==> config.mk <==
export PLATFORM = sky130hd
export DESIGN_NAME = cnn_maxpool_flatten
export DESIGN_NICKNAME = d
export VERILOG_FILES = /design/src/rtl/cnn_maxpool_flatten.sv
export SDC_FILE = /design/constraint.sdc
export NUM_CORES = 1
export LEC_CHECK = 0
export CAP_MARGIN = 15
export CORE_UTILIZATION = 48
export CTS_BUF_LIST = sky130_fd_sc_hd__clkbuf_2
export DETAILED_ROUTE_END_ITERATION = 8
export GPL_TIMING_DRIVEN = 0
export PLACE_DENSITY = 0.77
export REMOVE_ABC_BUFFERS = 1
export SLEW_MARGIN = 15
export SYNTH_ARGS = -nofsm -noshare
export SYNTH_HDL_FRONTEND = slang
export SYNTH_SLANG_ARGS = --single-unit
==> constraint.sdc <==
create_clock -name clk -period 3 [get_ports clk]
set_input_delay 0.3 -clock clk [delete_from_list [all_inputs] [get_ports clk]]
set_output_delay 0.3 -clock clk [all_outputs]
set_load 0.01 [all_outputs]
==> src/rtl/cnn_maxpool_flatten.sv <==
// 2x2 / stride-2 max-pooling engine: reads Layer-0 banks, writes Layer-1 banks and,
// when CNN_POOL_FLATTEN_EN is defined, a channel-interleaved Flatten copy.
module cnn_maxpool_flatten #(
  parameter int IMG_W  = 64,
  parameter int NUM_CH = 2,
  parameter int DATA_W = 20,
  parameter int ADDR_W = 12,
  parameter int SEL_W  = 3
) (
  input  logic              clk,
  input  logic              reset,
  input  logic              start,
  output logic              busy,
  output logic              done,
  output logic              crd,
  output logic [ADDR_W-1:0] caddr_rd,
  input  logic [DATA_W-1:0] cdata_rd,
  output logic              cwr,
  output logic [ADDR_W-1:0] caddr_wr,
  output logic [DATA_W-1:0] cdata_wr,
  output logic [SEL_W-1:0]  csel
);

  localparam int HALF = IMG_W / 2;
  localparam int CW   = (HALF > 1) ? $clog2(HALF) : 1;
  localparam int CHW  = (NUM_CH > 1) ? $clog2(NUM_CH) : 1;

  localparam logic [CW-1:0]     POS_LAST = CW'(HALF - 1);
  localparam logic [CHW-1:0]    CH_LAST  = CHW'(NUM_CH - 1);
  localparam logic [ADDR_W-1:0] ROW1     = ADDR_W'(IMG_W);
  localparam logic [ADDR_W-1:0] ROW2     = ADDR_W'(2 * IMG_W);
  localparam logic [ADDR_W-1:0] HALF_A   = ADDR_W'(HALF);
`ifdef CNN_POOL_FLATTEN_EN
  localparam logic [ADDR_W-1:0] NCH_A    = ADDR_W'(NUM_CH);
  localparam logic [SEL_W-1:0]  SEL_FL   = SEL_W'(1 + 2 * NUM_CH);
`endif

  typedef enum logic [3:0] {
    S_IDLE,
    S_RD0,
    S_RD1,
    S_RD2,
    S_RD3,
    S_CAP,
    S_WR_L1,
`ifdef CNN_POOL_FLATTEN_EN
    S_WR_FL,
`endif
    S_DONE
  } state_t;

  state_t state_q, state_d;

  logic [CHW-1:0]    ch_q, ch_d;
  logic [CW-1:0]     r_q, r_d;
  logic [CW-1:0]     c_q, c_d;
  logic [DATA_W-1:0] max_q, max_d;

  logic              busy_q, busy_d;
  logic              done_q, done_d;
  logic              crd_q, crd_d;
  logic              cwr_q, cwr_d;
  logic [SEL_W-1:0]  csel_q, csel_d;
  logic [ADDR_W-1:0] caddr_rd_q, caddr_rd_d;
  logic [ADDR_W-1:0] caddr_wr_q, caddr_wr_d;
  logic [DATA_W-1:0] cdata_wr_q, cdata_wr_d;

  logic              advance;
  logic              last_pix;
  logic [ADDR_W-1:0] base_d;
  logic [ADDR_W-1:0] pix_d;

  assign last_pix = (ch_q == CH_LAST) && (r_q == POS_LAST) && (c_q == POS_LAST);

  // NOTE: every signal written here gets a default first, so no path leaves one
  // unassigned and no latch is inferred.
  always_comb begin
    state_d = state_q;
    ch_d    = ch_q;
    r_d     = r_q;
    c_d     = c_q;
    max_d   = max_q;
    advance = 1'b0;

    case (state_q)
      S_IDLE: if (start) state_d = S_RD0;
      S_RD0:  state_d = S_RD1;
      S_RD1: begin
        state_d = S_RD2;
        max_d   = cdata_rd;
      end
      S_RD2, S_RD3, S_CAP: begin
        state_d = (state_q == S_RD2) ? S_RD3 : (state_q == S_RD3) ? S_CAP : S_WR_L1;
        // Strictly greater: a tie keeps the word already held.
        if (cdata_rd > max_q) max_d = cdata_rd;
      end
`ifdef CNN_POOL_FLATTEN_EN
      S_WR_L1: state_d = S_WR_FL;
      S_WR_FL: advance = 1'b1;
`else
      S_WR_L1: advance = 1'b1;
`endif
      S_DONE:  state_d = S_IDLE;
      default: state_d = S_IDLE;
    endcase

    if (advance) begin
      state_d = last_pix ? S_DONE : S_RD0;
      if (c_q == POS_LAST) begin
        c_d = '0;
        if (r_q == POS_LAST) begin
          r_d  = '0;
          ch_d = (ch_q == CH_LAST) ? '0 : ch_q + CHW'(1);
        end else begin
          r_d = r_q + CW'(1);
        end
      end else begin
        c_d = c_q + CW'(1);
      end
    end

    // Port values are derived from the state being entered so they can be registered.
    base_d = ROW2 * ADDR_W'(r_d) + (ADDR_W'(c_d) << 1);
    pix_d  = HALF_A * ADDR_W'(r_d) + ADDR_W'(c_d);

    crd_d      = 1'b0;
    cwr_d      = 1'b0;
    csel_d     = '0;
    caddr_rd_d = caddr_rd_q;
    caddr_wr_d = caddr_wr_q;
    cdata_wr_d = cdata_wr_q;

    case (state_d)
      S_RD0, S_RD1, S_RD2, S_RD3: begin
        crd_d  = 1'b1;
        csel_d = SEL_W'(1) + SEL_W'(ch_d);
        case (state_d)
          S_RD0:   caddr_rd_d = base_d;
          S_RD1:   caddr_rd_d = base_d + ADDR_W'(1);
          S_RD2:   caddr_rd_d = base_d + ROW1;
          default: caddr_rd_d = base_d + ROW1 + ADDR_W'(1);
        endcase
      end
      S_WR_L1: begin
        cwr_d      = 1'b1;
        csel_d     = SEL_W'(1 + NUM_CH) + SEL_W'(ch_d);
        caddr_wr_d = pix_d;
        cdata_wr_d = max_d;
      end
`ifdef CNN_POOL_FLATTEN_EN
      S_WR_FL: begin
        cwr_d      = 1'b1;
        csel_d     = SEL_FL;
        caddr_wr_d = pix_d * NCH_A + ADDR_W'(ch_d);
        cdata_wr_d = max_d;
      end
`endif
      default: ;
    endcase

    busy_d = (state_d != S_IDLE) && (state_d != S_DONE);
    done_d = (state_d == S_DONE);
  end

  // NOTE: sequential state uses non-blocking assignments so every register samples
  // the pre-edge values, independent of statement order.
  always_ff @(posedge clk or posedge reset) begin
    if (reset) begin
      state_q    <= S_IDLE;
      ch_q       <= '0;
      r_q        <= '0;
      c_q        <= '0;
      max_q      <= '0;
      busy_q     <= 1'b0;
      done_q     <= 1'b0;
      crd_q      <= 1'b0;
      cwr_q      <= 1'b0;
      csel_q     <= '0;
      caddr_rd_q <= '0;
      caddr_wr_q <= '0;
      cdata_wr_q <= '0;
    end else begin
      state_q    <= state_d;
      ch_q       <= ch_d;
      r_q        <= r_d;
      c_q        <= c_d;
      max_q      <= max_d;
      busy_q     <= busy_d;
      done_q     <= done_d;
      crd_q      <= crd_d;
      cwr_q      <= cwr_d;
      csel_q     <= csel_d;
      caddr_rd_q <= caddr_rd_d;
      caddr_wr_q <= caddr_wr_d;
      cdata_wr_q <= cdata_wr_d;
    end
  end

  assign busy     = busy_q;
  assign done     = done_q;
  assign crd      = crd_q;
  assign cwr      = cwr_q;
  assign csel     = csel_q;
  assign caddr_rd = caddr_rd_q;
  assign caddr_wr = caddr_wr_q;
  assign cdata_wr = cdata_wr_q;

endmodule

==> results.sh <==
export IMPL_synth_async_sr_flop_share=1.000
export IMPL_detail_route_first_pass_iterations=4
export IMPL_most_used_flip_flop_cell_after_synthesis="sky130_fd_sc_hd__dfrtp_1"
export IMPL_via_count_of_the_first_global_routing_pass=2962
export IMPL_post_synth_instance_area_mm2=0.004073
export IMPL_clkLatencyLatePin_ns=0.55
export IMPL_final_period_utilization=0.9437
export IMPL_post_route_worst_setup_slack_ns=0.1688
export IMPL_r2r_cells=9
export IMPL_synth_largest_area_cell="sky130_fd_sc_hd__dfrtp_1"
export IMPL_timing_hold_worst_path_depth=3
export IMPL_cts_buffer_depth=2
export IMPL_timing_critical_path_arrival_ns=3.32
export IMPL_numPortBuffers=71
export IMPL_area_growth_syn_to_layout_pct=24.06
export IMPL_layout_nets=520
export IMPL_power_share_sequential=0.448
export IMPL_max_cap_violations=0
export IMPL_antenna_violations_before_repair=0
export IMPL_grt_setup_unrepaired="no"
export IMPL_insertedDiodeCount=0
export IMPL_cell_with_the_most_instances_after_synthesis="sky130_fd_sc_hd__dfrtp_1"
export IMPL_postSynthRegisterBits=84
export IMPL_place_gp_congestion=0.7577
export IMPL_root_buffer="sky130_fd_sc_hd__clkbuf_2"
export IMPL_timing_hold_worst_class="in -> reg"
export IMPL_worstPathCellList="inv_1, ha_1, nand4_1, or4_4, a21o_1, a31oi_4, buf_16, o21ai_0, a31oi_2"
export IMPL_postCtsSetupRepairBufs=0
export IMPL_synth_yosys_seq_area_share=0.5161
export IMPL_tritoncts="yes"
export IMPL_totalWireLength_mm=7.929
export IMPL_clock_sinks=84
export IMPL_synthCells=406
export IMPL_total_power_mw=3.292
export IMPL_finalInstanceArea_mm2=0.005052
export IMPL_netlist_top_cells_count="84 x sky130_fd_sc_hd__dfrtp_1, 41 x sky130_fd_sc_hd__nor2_1, 39 x sky130_fd_sc_hd__nand2_1"
export IMPL_floorplan_die_width_um=94.11
export IMPL_synthesis_area_per_instance_um2=10.03
export IMPL_die_area_mm2=0.008857
export IMPL_r2r_end="cdata_wr[17]$_DFFE_PP0P_"
export IMPL_grt_max_degree=58
export IMPL_yosysWarnings=0
export IMPL_r2r_start="max_q[15]$_DFF_PP0_"
export IMPL_wire_length_per_cell_after_detailed_routing_um=13.62
export IMPL_fp_row_count=33
export IMPL_ir_worst_vdd_v=0.0003751
export IMPL_worst_hold_path_endpoint="max_q[1]$_DFF_PP0_"
export IMPL_final_core_utilization=0.6149
export IMPL_synth_distinct_cells=48
export IMPL_cp_buffers_inverters=2
export IMPL_grt_first_pass_wirelength_mm=13.26
export IMPL_clock_h_tree_levels=3
export IMPL_globalRouteOverflowTotal=0
export IMPL_synth_top_cells_by_area="sky130_fd_sc_hd__dfrtp_1 52%, sky130_fd_sc_hd__ha_1 7.7%, sky130_fd_sc_hd__nor2_1 3.8%"
export IMPL_switching_share=0.3394
export IMPL_fp_coreArea_mm2=0.008217
export IMPL_ratio_of_cells_with_drive_above_1_in_the_final_layout=0.1069
export IMPL_vias_per_cell=5.230
export IMPL_critical_path_top_delay_family="compound AO/OA/AOI/OAI gates"
export IMPL_cp_end_kind="flop"
export IMPL_switchingPower_mw=1.117
export IMPL_place_ws_ns=-0.1983
export IMPL_worst_pin_slew_ns=0.9561
export IMPL_worstSetupStartpointType="flop"
export IMPL_clkTransAtPathRegs_ns=0.24
export IMPL_cellInternalPower_mw=2.175
export IMPL_worst_path_max_delay_cell="sky130_fd_sc_hd__or4_4"
export IMPL_synth_top_cell_area_share=0.5161
export IMPL_detail_route_iter0_violations=126
export IMPL_source_of_the_critical_timing_path="max_q[15]$_DFF_PP0_"
export IMPL_timing_critical_path_fanout_max=23
export IMPL_via_count=3044
export IMPL_post_placement_cell_area_mm2=0.004912
export IMPL_drc_errors=0
export IMPL_final_antenna_net_count=0
export IMPL_finClkSkew_ns=0.01543
export IMPL_grt_total_usage=0.1953
export IMPL_number_of_enable_type_register_cells_in_the_synthesized_netlist=0
export IMPL_hold_viol=0
export IMPL_comb_power_share=0.357
export IMPL_layout_min_cycle_time_ns=2.831
export IMPL_maxSlewViolCount=0
export IMPL_leakagePower_nw=2.338
export IMPL_critical_path_rt_ns=3.49
export IMPL_ioPinCount=74
export IMPL_numCtsBuffers=9
export IMPL_slew_headroom=0.3539
export IMPL_floorplan_initialDensity=0.4957
export IMPL_crit_type="reg -> reg"
export IMPL_power_density_cell_area_mw_per_mm2=651.5
export IMPL_run_status="complete, no violations"
export IMPL_worst_r2r_setup_slack_ns=0.17
export IMPL_die_y_um=94.11
export IMPL_max_clock_freq_mhz=353.2
export IMPL_hold_start="cdata_rd[1]"
export IMPL_clock_power_share=0.195
export IMPL_max_stage_delay_ns=0.55
export IMPL_hpwl_mm=5.596
export IMPL_setup_viol_count_final=0
-- cells by family (layout without fill, tap and decap cells) --
logic type | Yosys count | count (layout) | share of synthesized area
simple gates | 132 | 132 | 0.1702
compound gates | 98 | 98 | 0.1564
flops | 84 | 84 | 0.5161
buf+inv | 58 | 127 | 0.06021
fa+ha+maj | 25 | 25 | 0.07680
mux | 6 | 6 | 0.01505
xor+xnor | 2 | 2 | 0.004302
other cells | 1 | 3 | 0.0009208
-- stage by stage --
step	hold WS [ns]	std cells	setup TNS [ns]
finish	0.3546	582	0
global route	0.3057	582	0
CTS	0.2990	582	0
detailed placement	0.4748	565	-3.070
global placement	0.4608	562	-108.61
floorplan	0.4375	386	-0.01881
-- worst reg2reg max path, cell delays in order, from the launching register on --
cell	delay [ns]
sky130_fd_sc_hd__dfrtp_1	0.38
sky130_fd_sc_hd__inv_1	0.05
sky130_fd_sc_hd__ha_1	0.30
sky130_fd_sc_hd__nand4_1	0.19
sky130_fd_sc_hd__or4_4	0.55
sky130_fd_sc_hd__a21o_1	0.21
sky130_fd_sc_hd__a31oi_4	0.51
sky130_fd_sc_hd__buf_16	0.22
sky130_fd_sc_hd__o21ai_0	0.14
sky130_fd_sc_hd__a31oi_2	0.22
-- cell type report --
| type | count | area, um^2 |
|---|---|---|
| Sequential cell | 84 | 2102 |
| Clock inverter | 7 | 81.33 |
| Fill cell | 688 | 3164 |
| Timing Repair Buffer | 75 | 790.8 |
| Inverter | 36 | 137.6 |
| Clock buffer | 9 | 45.04 |
| Multi-Input combinational cell | 266 | 1764 |
| Tap cell | 105 | 131.4 |
-- worst max path at each step --
stage                     depth (start not counted)                        to
after global placement                            8  cdata_wr[17]$_DFFE_PP0P_
after floorplan                                   8  cdata_wr[17]$_DFFE_PP0P_
final                                             9  cdata_wr[17]$_DFFE_PP0P_
after detailed placement                          9  cdata_wr[17]$_DFFE_PP0P_
after global routing                              9  cdata_wr[17]$_DFFE_PP0P_
after CTS                                        11   caddr_rd[4]$_DFFE_PP0P_
-- routing by layer --
metal	vias up	part of all wire	track usage
met5	-	0	0
met4	0	0.0084	0.03846
met3	5	0.056	0.07120
met2	74	0.49	0.3467
met1	1439	0.44	0.2256
li1	1526	-	-
-- power by group through the flow --
| stage | clock network [mW] | registers [mW] | logic (mW) |
|---|---|---|---|
| after floorplan | 0 | 1.52 | 0.716 |
| after global placement | 0 | 1.48 | 1.12 |
| after detailed placement | 0 | 1.50 | 1.18 |
| after CTS | 0.668 | 1.48 | 1.19 |
| after global routing | 0.715 | 1.50 | 1.32 |
| final | 0.643 | 1.47 | 1.18 |
-- sequential cells by signal (all words and copies together) (netlist names) --
name	flops
caddr_wr	10
state_q	4
csel	3
cdata_wr	20
caddr_rd	12
crd	1
cwr	1
c_q	5
max_q	20
r_q	5
done	1
ch_q	1
busy	1
-- timing repair --
action                                  4_1_cts  5_1_grt
endpoints found under the hold margin        13        0
gates resized for setup                       0        1
endpoints found under the setup margin        0        6
hold buffers                                  1        0
-- layout by cell type (no fill, tap or decap), types with 5 or more instances in the layout --
cell type and count:
sky130_fd_sc_hd__or3_1 9, sky130_fd_sc_hd__clkdlybuf4s50_1 71, sky130_fd_sc_hd__o21ai_1 24, sky130_fd_sc_hd__o21ai_0 14, sky130_fd_sc_hd__dfrtp_1 84, sky130_fd_sc_hd__inv_1 34
sky130_fd_sc_hd__clkbuf_2 9, sky130_fd_sc_hd__ha_1 25, sky130_fd_sc_hd__a31oi_2 9, sky130_fd_sc_hd__or3_4 10, sky130_fd_sc_hd__a31oi_1 8, sky130_fd_sc_hd__nand2_1 39
sky130_fd_sc_hd__mux2i_1 5, sky130_fd_sc_hd__a21oi_1 26, sky130_fd_sc_hd__nor3_1 7, sky130_fd_sc_hd__nor2_1 41, sky130_fd_sc_hd__nor2b_1 5
No activity file was read; power rests on OpenSTA's default activity.
